[config.mk]
export PLATFORM = sky130hd
export DESIGN_NAME = reset_sequencer
export DESIGN_NICKNAME = d
export VERILOG_FILES = /design/src/rtl/reset_sequencer.sv
export SDC_FILE = /design/constraint.sdc
export NUM_CORES = 1
export LEC_CHECK = 0
export CAP_MARGIN = 40
export CORE_UTILIZATION = 45
export CTS_CLUSTER_SIZE = 10
export DETAILED_ROUTE_END_ITERATION = 8
export PLACE_DENSITY = 0.7
export SYNTH_ARGS = -nofsm -noshare
export SYNTH_HDL_FRONTEND = slang
export SYNTH_SLANG_ARGS = --single-unit
[constraint.sdc]
create_clock -name clk -period 1.2 [get_ports clk]
set_input_delay 0.18 -clock clk [delete_from_list [all_inputs] [get_ports clk]]
set_output_delay 0.18 -clock clk [all_outputs]
set_load 0.05 [all_outputs]
[src/rtl/reset_sequencer.sv]
// -----------------------------------------------------------------------------
// reset_sequencer
//
// Takes the synchronised active-high reset from the reset controller and
// releases a bank of per-domain resets one after another. Each stage is held
// for HOLD_CYCLES clocks after the previous one. Bit 0 is released first
// (baud generator), then the UART core, then the host interface. A level
// soft-reset request with a one-cycle acknowledge replays the whole sequence.
//
// Optional feature (compile-time macro RESET_SEQ_WDT_EN):
//   A watchdog counts cycles spent in RUN and is cleared by wdt_kick. If the
//   counter reaches all-ones with no kick on that cycle, the sequence is
//   replayed and the sticky wdt_fired flag is set. Without the macro there is
//   no watchdog logic, wdt_kick is ignored and wdt_fired is tied to 0.
//
// Parameters
//   STAGES       number of staged reset outputs (1..8)
//   HOLD_CYCLES  clocks between successive stage releases (>=1)
//   CNT_WIDTH    hold counter width, must represent HOLD_CYCLES-1
//   WDT_WIDTH    watchdog counter width (watchdog build only)
//
// Ports
//   clk          system clock
//   reset        asynchronous assert, active high
//   soft_req     level soft-reset request, held until soft_ack
//   soft_ack     one-cycle pulse, request accepted
//   stage_reset  per-domain resets, active high, bit 0 releases first
//   ready        high when every stage is released (state RUN)
//   wdt_kick     watchdog kick pulse
//   wdt_fired    sticky flag, the watchdog caused a sequence replay
// -----------------------------------------------------------------------------
module reset_sequencer #(
  parameter int STAGES      = 3,
  parameter int HOLD_CYCLES = 16,
  parameter int CNT_WIDTH   = 5,
  parameter int WDT_WIDTH   = 16
) (
  input  logic              clk,
  input  logic              reset,
  input  logic              soft_req,
  output logic              soft_ack,
  output logic [STAGES-1:0] stage_reset,
  output logic              ready,
  input  logic              wdt_kick,
  output logic              wdt_fired
);

  // stg must reach STAGES after the final release.
  localparam int STG_W = $clog2(STAGES + 1);

  localparam logic [1:0] ST_HOLD    = 2'd0;
  localparam logic [1:0] ST_RELEASE = 2'd1;
  localparam logic [1:0] ST_RUN     = 2'd2;

  localparam logic [CNT_WIDTH-1:0] CNT_LAST = CNT_WIDTH'(HOLD_CYCLES - 1);
  localparam logic [STG_W-1:0]     STG_LAST = STG_W'(STAGES - 1);
  localparam logic [STG_W-1:0]     STG_ONE  = STG_W'(1);

  // Elaboration-time parameter sanity.
  if (STAGES < 1 || STAGES > 8) begin : g_bad_stages
    $error("reset_sequencer: STAGES must be in 1..8");
  end
  if (HOLD_CYCLES < 1) begin : g_bad_hold
    $error("reset_sequencer: HOLD_CYCLES must be >= 1");
  end
  if ((HOLD_CYCLES - 1) >= (1 << CNT_WIDTH)) begin : g_bad_cnt
    $error("reset_sequencer: CNT_WIDTH too small for HOLD_CYCLES-1");
  end

  logic [1:0]           state;
  logic [CNT_WIDTH-1:0] cnt;
  logic [STG_W-1:0]     stg;
  logic                 armed;

  logic                 soft_take;
  logic                 wdt_expire;
  logic                 restart;

  // A request is honoured only once per assertion: armed drops on accept and
  // comes back only after soft_req has been seen low.
  assign soft_take = (state == ST_RUN) && armed && soft_req;
  assign restart   = soft_take || wdt_expire;

  always_ff @(posedge clk or posedge reset) begin
    if (reset) begin
      state       <= ST_HOLD;
      cnt         <= '0;
      stg         <= '0;
      stage_reset <= '1;
      ready       <= 1'b0;
      soft_ack    <= 1'b0;
      armed       <= 1'b1;
    end else begin
      soft_ack <= 1'b0;
      if (!soft_req) begin
        armed <= 1'b1;
      end

      if (restart) begin
        // Soft request and watchdog expiry on the same cycle collapse into
        // a single replay; the ack still goes out for the soft request.
        state       <= ST_HOLD;
        cnt         <= '0;
        stg         <= '0;
        stage_reset <= '1;
        ready       <= 1'b0;
        soft_ack    <= soft_take;
        if (soft_take) begin
          armed <= 1'b0;
        end
      end else begin
        case (state)
          ST_HOLD: begin
            if (cnt == CNT_LAST) begin
              cnt         <= '0;
              // Shifting in zeros from the bottom releases bit 0 first and
              // guarantees releases only ever proceed in ascending order.
              stage_reset <= stage_reset << 1;
              stg         <= STG_ONE;
              if (STAGES == 1) begin
                state <= ST_RUN;
                ready <= 1'b1;
              end else begin
                state <= ST_RELEASE;
              end
            end else begin
              cnt <= cnt + 1'b1;
            end
          end

          ST_RELEASE: begin
            if (cnt == CNT_LAST) begin
              cnt         <= '0;
              stage_reset <= stage_reset << 1;
              stg         <= stg + 1'b1;
              if (stg == STG_LAST) begin
                state <= ST_RUN;
                ready <= 1'b1;
              end
            end else begin
              cnt <= cnt + 1'b1;
            end
          end

          ST_RUN: begin
            // Steady state; left only through restart.
          end

          default: begin
            state       <= ST_HOLD;
            cnt         <= '0;
            stg         <= '0;
            stage_reset <= '1;
            ready       <= 1'b0;
          end
        endcase
      end
    end
  end

`ifdef RESET_SEQ_WDT_EN
  logic [WDT_WIDTH-1:0] wdt_cnt;

  assign wdt_expire = (state == ST_RUN) && (wdt_cnt == '1) && !wdt_kick;

  always_ff @(posedge clk or posedge reset) begin
    if (reset) begin
      wdt_cnt   <= '0;
      wdt_fired <= 1'b0;
    end else begin
      // Counter only runs while in RUN and restarts from zero on any replay.
      if (state != ST_RUN || restart || wdt_kick) begin
        wdt_cnt <= '0;
      end else begin
        wdt_cnt <= wdt_cnt + 1'b1;
      end
      if (wdt_expire) begin
        wdt_fired <= 1'b1;
      end
    end
  end
`else
  // Watchdog absent: the kick input is intentionally dropped.
  logic [WDT_WIDTH-1:0] unused_wdt;
  assign unused_wdt = {WDT_WIDTH{wdt_kick}};
  assign wdt_expire = 1'b0;
  assign wdt_fired  = 1'b0;
`endif

endmodule

* Yosys cells after proc, flatten, opt, wreduce, memory -nomap -nowiden
Index checks and enable logic that the tools add are counted.
** Operators by class
- Equality and inequality tests :: 11
- Mux-type cells :: 21
- Bitwise gates (word level) :: 0
- Shift operators :: 0
- Add/subtract/negate cells :: 2
- Magnitude comparators :: 0
- Divide/modulo/power cells :: 0
- Reduce and logical (&&, ||, !) cells :: 9
- Multipliers :: 0
** Operator list (number)
- $mux W2 :: 6
- $pmux W2 S3 :: 2
- $mux W5 :: 2
- $pmux W5 S2 :: 1
- $ne A3 B3 Y1 const B :: 3
- $mux W1 :: 6
- $mux W3 :: 2
- $pmux W3 S2 :: 1
- $reduce_and A3 Y1 :: 2
- $add A5 B1 Y5 const B :: 1
- $eq A5 B4 Y1 const B :: 1
- $eq A2 B2 Y1 const B :: 2
- $ne A2 B1 Y1 const B :: 2
- $reduce_and A4 Y1 :: 1
- $reduce_or A2 Y1 :: 2
- $ne A3 B1 Y1 const B :: 1
- $add A2 B1 Y2 const B :: 1
- $eq A2 B1 Y1 const B :: 1
- $logic_and A1 B1 Y1 :: 2
- $logic_not A2 Y1 :: 1
- $ne A2 B2 Y1 const B :: 1
- $pmux W1 S2 :: 1
- $reduce_and A2 Y1 :: 1
** Word-level totals
- Latch bits :: 0
- RAM bits :: 0
- Bits in registers :: 15
- ROM bits :: 0
- Memories :: 0
- Output and inout bits :: 6

* Logic depth before layout (Yosys ltp)
Gate-level depths: netlist of run 1.
- Word-level depth :: 5
- Depth in mapped cells :: 5
- Depth with buffers taken out :: 5

* Least setup slack after synthesis of run 1
Ideal clock, no wire load.
- Path kind :: register to register
- From :: register cnt[0]
- To :: register cnt[3]
- Setup time :: 0.126 ns
- Arrival time :: 1.157 ns
- Stages on the path, launching flop included :: 5
- Path buffers :: 0
- Required time :: 1.074 ns
- Setup slack :: -0.083 ns
- Period minus slack after synthesis :: 1.283 ns
- Path through :: dfrtp_1 > ha_1 > and4b_4 > nor2_2 > a221o_1
** Between the ends
- Word-level cells in the longest chain between the ends :: 4
- Elaborated cells between the ends (all ways) :: 5
- Those cells by class :: add/sub: 1; eq/ne: 1; mux: 3
** Ends and longest elaborated chain
- from (decl) :: line 71 : logic [CNT_WIDTH-1:0] cnt;
- from (signal assigned) :: line 127 : cnt <= cnt + 1'b1;
- from (signal assigned) :: line 141 : cnt <= cnt + 1'b1;
- $add A5 B1 Y5 / $eq A5 B4 Y1 (equally long branches)
- $mux W5 (*) :: line 114, 132
- $pmux W5 S2 (*) :: line 112 : case (state)
- $mux W5 (*) :: line 99 : if (restart) begin
Mark *: on every way between the ends. The rest lies on a longest branch, timed or not.
A chain may end at the register's enable or synchronous reset.

* Worst setup path after layout of run 1
- From :: register cnt[1]
- To :: register cnt[3]
The elaborated chain is that of the path after synthesis.

==> qor.yml, run 1 <==
synth:
  synth_cells: 67
  syn-mean-instance-area_sq_um: 10.7
  seq_area_frac_synth: 0.531
  synth.area.top_cells: "dfrtp_1 38%, dfstp_2 15%, a21oi_1 3.5%"
  synth_cell_types: 33
  yosysTopAreaCell: "dfrtp_1"
  synth_area_sq_um: 716
  synth_seq_cells: 15
  synth_top_area_share: 0.385
  yosysWarnings: 0
  syn_nets: 73
timing:
  max_freq_ghz: 0.752
  fin_crit_sh: 1.11
  final_hold_viol_count: 0
  rsz0062_at_grt: "yes"
  worst_clock_skew_ns: 0.00419
  setup_viol: 9
  final_max_slew_viol_count: 0
  final.min_clock_period_ns: 1.33
  setup_ws_ns: -0.130
cts:
  cts_root_buffer: "clkbuf_4"
  cts_buffer_depth: 2
  clk_latency_ns: 0.29
  path_clk_slew_ns: 0.09
  htreeDepth: 1
  cts_tree: "done"
  hold_buffers: 0
  cts_sinks: 15
  cts_buffers: 3
global_route:
  antenna_found_initial: 0
  grt_use_total: 0.197
  grt_max_degree: 16
  grt_pass1_vias: 544
  grt_pass1_wl_um: 2480
  grt_overflow_total: 0
detailed_routing:
  viasPerCell: 5.24
  dr_total_vias: 540
  drc: 0
  wl_per_cell_um: 14.2
  antenna_left: 0
  drt_iter0_markers: 8
  routed_wl_um: 1460
  drtPass1Iterations: 3
floorplanning:
  die-area_sq_mm: 0.00175
  dieWidth_um: 41.9
  dieHeight_um: 41.9
  rows: 14
  core-area_sq_mm: 0.00149
  start_util: 0.481
  boundaryPins: 10
pwr:
  p_switching_uw: 755
  p_sw_frac: 0.355
  internal-power_mw: 1.37
  combPwrFrac: 0.470
  seqPwrFrac: 0.391
  ir_drop_mv: 1.20
  clockPowerShare: 0.139
  leakagePower_nw: 0.484
  cellPowerDensity_mw_per_mm2: 2140
final_layout:
  n_antenna_cell: 0
  n_fill_cell: 113
  area_delta_synth_final_pct: 39.2
  drive_gt1_frac: 0.425
  instances_no_fill: 103
  nets: 94
  mostFrequentLayoutCells: "11 x dfrtp_1, 11 x buf_4, 5 x inv_1, 5 x a21oi_1, 5 x buf_12"
worst_setup_path:
  path_cells: "ha_4, and4b_4, nor2_4, a221o_1"
  end_kind: "flip-flop"
  cp-start-kind: "flip-flop"
  cp.buffers_inverters: 0
  required_ns: 1.38
  slowest_delay_ns: 0.40
  worstPathMaxFanout: 5
  path_class: "flip-flop to flip-flop"
  r2r_cells: 4
  crit_family: "flip-flops"
  reg2reg_slack_ns: -0.13
  cp.arrival_ns: 1.51
  cp_slowest_cell: "dfrtp_1"
  reg2reg_from: "cnt[1]"
  r2r-end: "cnt[3]"
placement:
  portBuffers: 7
  gp_congestion: 0.814
  place.detailed.hpwl_um: 1030
  dpl_worst_slack_ns: -0.265
  place_inst: 97
worst_hold_path:
  hold_class: "primary input to asynchronous set/reset pin"
outcome:
  status: "complete, but fails checks"
  violations: "negative setup slack"
job:
  drv_cap: 0
==> per-stage QoR <==
step / cell area [sq um] / hold slack (ns) / setup TNS, ns / util / power (mW)
after global placement: 913 / 0.460 / -1.52 / 0.613 / 1.73
after CTS: 961 / 0.195 / -0.677 / 0.645 / 2.07
after floorplan: 718 / 0.0786 / -0.185 / - / 1.34
after global routing: 996 / 0.206 / -1.28 / 0.669 / 2.26
final: 996 / 0.186 / -0.582 / 0.669 / 2.13
after detailed placement: 913 / 0.471 / -1.79 / 0.613 / 1.74
==> metal layers <==
metal | routed length [um] | global-route usage | vias to the layer above
met1 | 695 | 0.267 | 250
met4 | 25 | 0.135 | 0
met2 | 707 | 0.281 | 9
met5 | 0 | 0 | -
met3 | 35 | 0.0391 | 4
li1 | - | - | 277
==> sequential cells by signal, summed over array words and instances, names as in the netlist <==
signal / flops
cnt: 5
ready: 1
stage_reset: 3
stg: 2
soft_ack: 1
armed: 1
state: 2
==> power groups by stage <==
stage / combinational (mW) / sequential, mW / clock [mW]
6_report: 0.999 / 0.832 / 0.295
5_1_grt: 1.08 / 0.850 / 0.328
4_1_cts: 0.958 / 0.814 / 0.298
3_5_place_dp: 0.919 / 0.825 / 0
3_3_place_gp: 0.910 / 0.816 / 0
2_1_floorplan: 0.389 / 0.954 / 0
==> cells in the mapped netlist <==
library cell and count:
dfrtp_1 11, a21oi_1 5, inv_1 5, dfstp_2 4, nand2_1 4, nor3_1 4
nor2_1 3, and2_1 2, ha_1 2, nand2b_1 2, nor2_2 2, o22ai_1 2
a211oi_1 1, a21o_1 1, a21o_2 1, a221o_1 1, a22o_1 1, a22o_2 1
a31oi_1 1, and3_1 1, and4b_4 1, buf_2 1, buf_4 1, conb_1 1
mux2_2 1, nand3_1 1, nand4b_1 1, nor4_1 1, nor4b_2 1, o211a_1 1
o21a_1 1, o21ai_0 1, or2_1 1
==> worst reg2reg max path, cell delays in order (launching register included) <==
cell,delay (ns)
dfrtp_1,0.40
ha_4,0.16
and4b_4,0.30
nor2_4,0.07
a221o_1,0.29
==> worst max path at each step <==
stage / from / to / slack [ns] / cells past startpoint
2_1_floorplan: cnt[0] / cnt[3] / -0.07 / 4
3_3_place_gp: soft_req / cnt[3] / -0.24 / 4
3_5_place_dp: soft_req / cnt[3] / -0.26 / 4
4_1_cts: cnt[0] / cnt[3] / -0.11 / 4
5_1_grt: cnt[1] / cnt[3] / -0.19 / 4
6_report: cnt[1] / cnt[3] / -0.13 / 4
==> final cells by class <==
class / count / area, sq um / area share
clock inverters: 1 / 5.00 / 0.00503
well taps: 16 / 20.0 / 0.0201
repair buffers: 18 / 203 / 0.204
inverters: 5 / 18.8 / 0.0188
multi-input cells: 45 / 347 / 0.348
clock buffers: 3 / 22.5 / 0.0226
flip-flops and latches: 15 / 380 / 0.382
==> cell families (layout without fill, tap and decap cells) <==
family                     count (synthesis)  count (layout)  synth area share
AOI/OAI and AO/OA                         17              17             0.166
buffers and inverters                      7              27            0.0437
muxes                                      1               1            0.0157
DFF                                       15              15             0.531
adders and majority gates                  2               2            0.0350
and+or+nand+nor                           24              24             0.203
other                                      1               1           0.00524
==> repair_timing <==
action	4_1_cts	5_1_grt
buffers inserted	2	0
setup endpoints to repair	11	14
resized for setup	1	7
pin swaps	2	3
Power figures use the tool's default switching activity.
==> run 2: changes to the inputs <==
==> constraint.sdc (replaced) <==
create_clock -name clk -period 1.2 [get_ports clk]
set_input_delay 0.12 -clock clk [delete_from_list [all_inputs] [get_ports clk]]
set_output_delay 0.12 -clock clk [all_outputs]
set_load 0.05 [all_outputs]
==> qor.yml, run 2 (synthesis gave the netlist of run 1 again) <==
floorplanning:
  boundaryPins: 10  # unchanged
  start_util: 0.481  # unchanged
  die-area_sq_mm: 0.00175  # unchanged
  core-area_sq_mm: 0.00149  # unchanged
  dieHeight_um: 41.9  # unchanged
  dieWidth_um: 41.9  # unchanged
  rows: 14  # unchanged
timing:
  setup_ws_ns: -0.130  # +0.0000170 ns
  rsz0062_at_grt: "yes"
  max_freq_ghz: 0.752  # about the same
  final.min_clock_period_ns: 1.33  # -0.0000170 ns
  final_hold_viol_count: 0  # unchanged
  worst_clock_skew_ns: 0.00419  # unchanged
  setup_viol: 9  # unchanged
  setup_tns_ns: -0.582  # +0.000180 ns
  final_max_slew_viol_count: 0  # unchanged
  fin_crit_sh: 1.11  # about the same
final_layout:
  drive_gt1_frac: 0.419  # -0.00668
  area_delta_synth_final_pct: 38.1
  mostFrequentLayoutCell: "dfrtp_1"
  reg_top3: "cnt x5, stage_reset x3"
  largest_reg_flops: 5  # unchanged
  nets: 93  # -1.1%
  mostFrequentLayoutCells: "11 x dfrtp_1, 10 x buf_4, 5 x inv_1, 5 x a21oi_1, 5 x buf_12"
  n_antenna_cell: 0  # unchanged
  final_area_sq_um: 988  # -0.75%
  largest_register: "cnt"
  finalCoreUtilization: 0.664  # -0.00504
detailed_routing:
  viasPerCell: 5.26  # +0.42%
  routed_wl_um: 1460  # -0.14%
  drc: 0  # unchanged
  drtPass1Iterations: 3  # unchanged
  dr_total_vias: 537  # -0.56%
  wl_per_cell_um: 14.3  # +0.84%
  antenna_left: 0  # unchanged
  drt_iter0_markers: 8  # unchanged
worst_setup_path:
  crit_start: "cnt[1]"
  end_kind: "flip-flop"
  r2r-end: "cnt[3]"
  cp_slowest_cell: "dfrtp_1"
  r2r_cells: 4  # unchanged
  path_class: "flip-flop to flip-flop"
  reg2reg_slack_ns: -0.13  # about the same
  worstPathMaxFanout: 5  # unchanged
  crit_family: "flip-flops"
  cp-start-kind: "flip-flop"
  slowest_delay_ns: 0.40  # about the same
  path_cells: "ha_4, and4b_4, nor2_4, a221o_1"
  required_ns: 1.38  # about the same
  cp.arrival_ns: 1.51  # about the same
  cp.buffers_inverters: 0  # unchanged
  reg2reg_from: "cnt[1]"
  setup.worst_path.end: "cnt[3]"
  cp.depth: 4  # unchanged
cts:
  hold_buffers: 0  # unchanged
  path_clk_slew_ns: 0.09  # about the same
  clk_latency_ns: 0.29  # about the same
  cts_sinks: 15  # unchanged
  cts_buffers: 3  # unchanged
  cts_root_buffer: "clkbuf_4"
  cts_tree: "done"
  cts_buffer_depth: 2  # unchanged
  htreeDepth: 1  # unchanged
pwr:
  leakagePower_nw: 0.479  # -1.1%
  ir_drop_mv: 1.20  # about the same
  totalPowerFinal_mw: 2.13  # about the same
  cellPowerDensity_mw_per_mm2: 2150  # +0.71%
outcome:
  status: "complete, but fails checks"
  violations: "negative setup slack"
global_route:
  grt_overflow_total: 0  # unchanged
  grt_pass1_vias: 540  # -0.74%
  grt_max_degree: 16  # unchanged
  antenna_found_initial: 0  # unchanged
  grt_use_total: 0.196  # -0.000923
  grt_pass1_wl_um: 2460  # -0.57%
placement:
  portBuffers: 7  # unchanged
  place_area_sq_um: 913  # unchanged
  place.detailed.hpwl_um: 1030  # unchanged
  gp_congestion: 0.814  # unchanged
worst_hold_path:
  hold_class: "primary input to asynchronous set/reset pin"
job:
  drv_cap: 0  # unchanged
[run 2: stage by stage]
stage / cells / hold slack (ns) / setup slack, ns
after floorplan: 67 / 0.0186 / -0.0662
after global placement: 97 / 0.436 / -0.180
after detailed placement: 97 / 0.453 / -0.205
after CTS: 102 / 0.135 / -0.107
after global routing: 102 / 0.146 / -0.186
final: 102 / 0.125 / -0.130
[run 2: how the worst min path moves through the flow]
stage / cells past startpoint / slack [ns] / to / start
2_1_floorplan: 1 / 0.02 / cnt[0] / reset
3_3_place_gp: 3 / 0.44 / soft_ack / reset
3_5_place_dp: 3 / 0.45 / cnt[2] / reset
4_1_cts: 3 / 0.13 / cnt[2] / reset
5_1_grt: 3 / 0.15 / cnt[2] / reset
6_report: 3 / 0.13 / cnt[2] / reset
[run 2: report_power, final]
group	total (mW)	internal, mW	switching [mW]
Sequential	0.833	0.687	0.146
Clock	0.295	0.124	0.171
Combinational	0.998	0.560	0.437
[run 2: cell type report]
cell class,count,area (sq um)
clock inverter,1,5.00
fill,113,500
inverter,5,18.8
clock buffer,3,22.5
tap,16,20.0
multi-input combinational,45,347
timing repair buffer,17,195
sequential,15,380
[run 2: worst register-to-register path, cell delays in order, from the launching register on]
cell,delay [ns]
dfrtp_1,0.40
ha_4,0.16
and4b_4,0.30
nor2_4,0.07
a221o_1,0.29
[run 2: repair_timing]
item                                    CTS  global route
pin swaps                                 2             3
gates resized for setup                   1             7
endpoints found under the setup margin   10            12
buffers inserted                          1             0
[run 2: metal layers]
layer	up-vias	GRT usage	part of all wire
li1	274	-	-
met1	250	0.264	0.48
met2	9	0.281	0.48
met3	4	0.0391	0.024
met4	0	0.135	0.017
met5	-	0	0
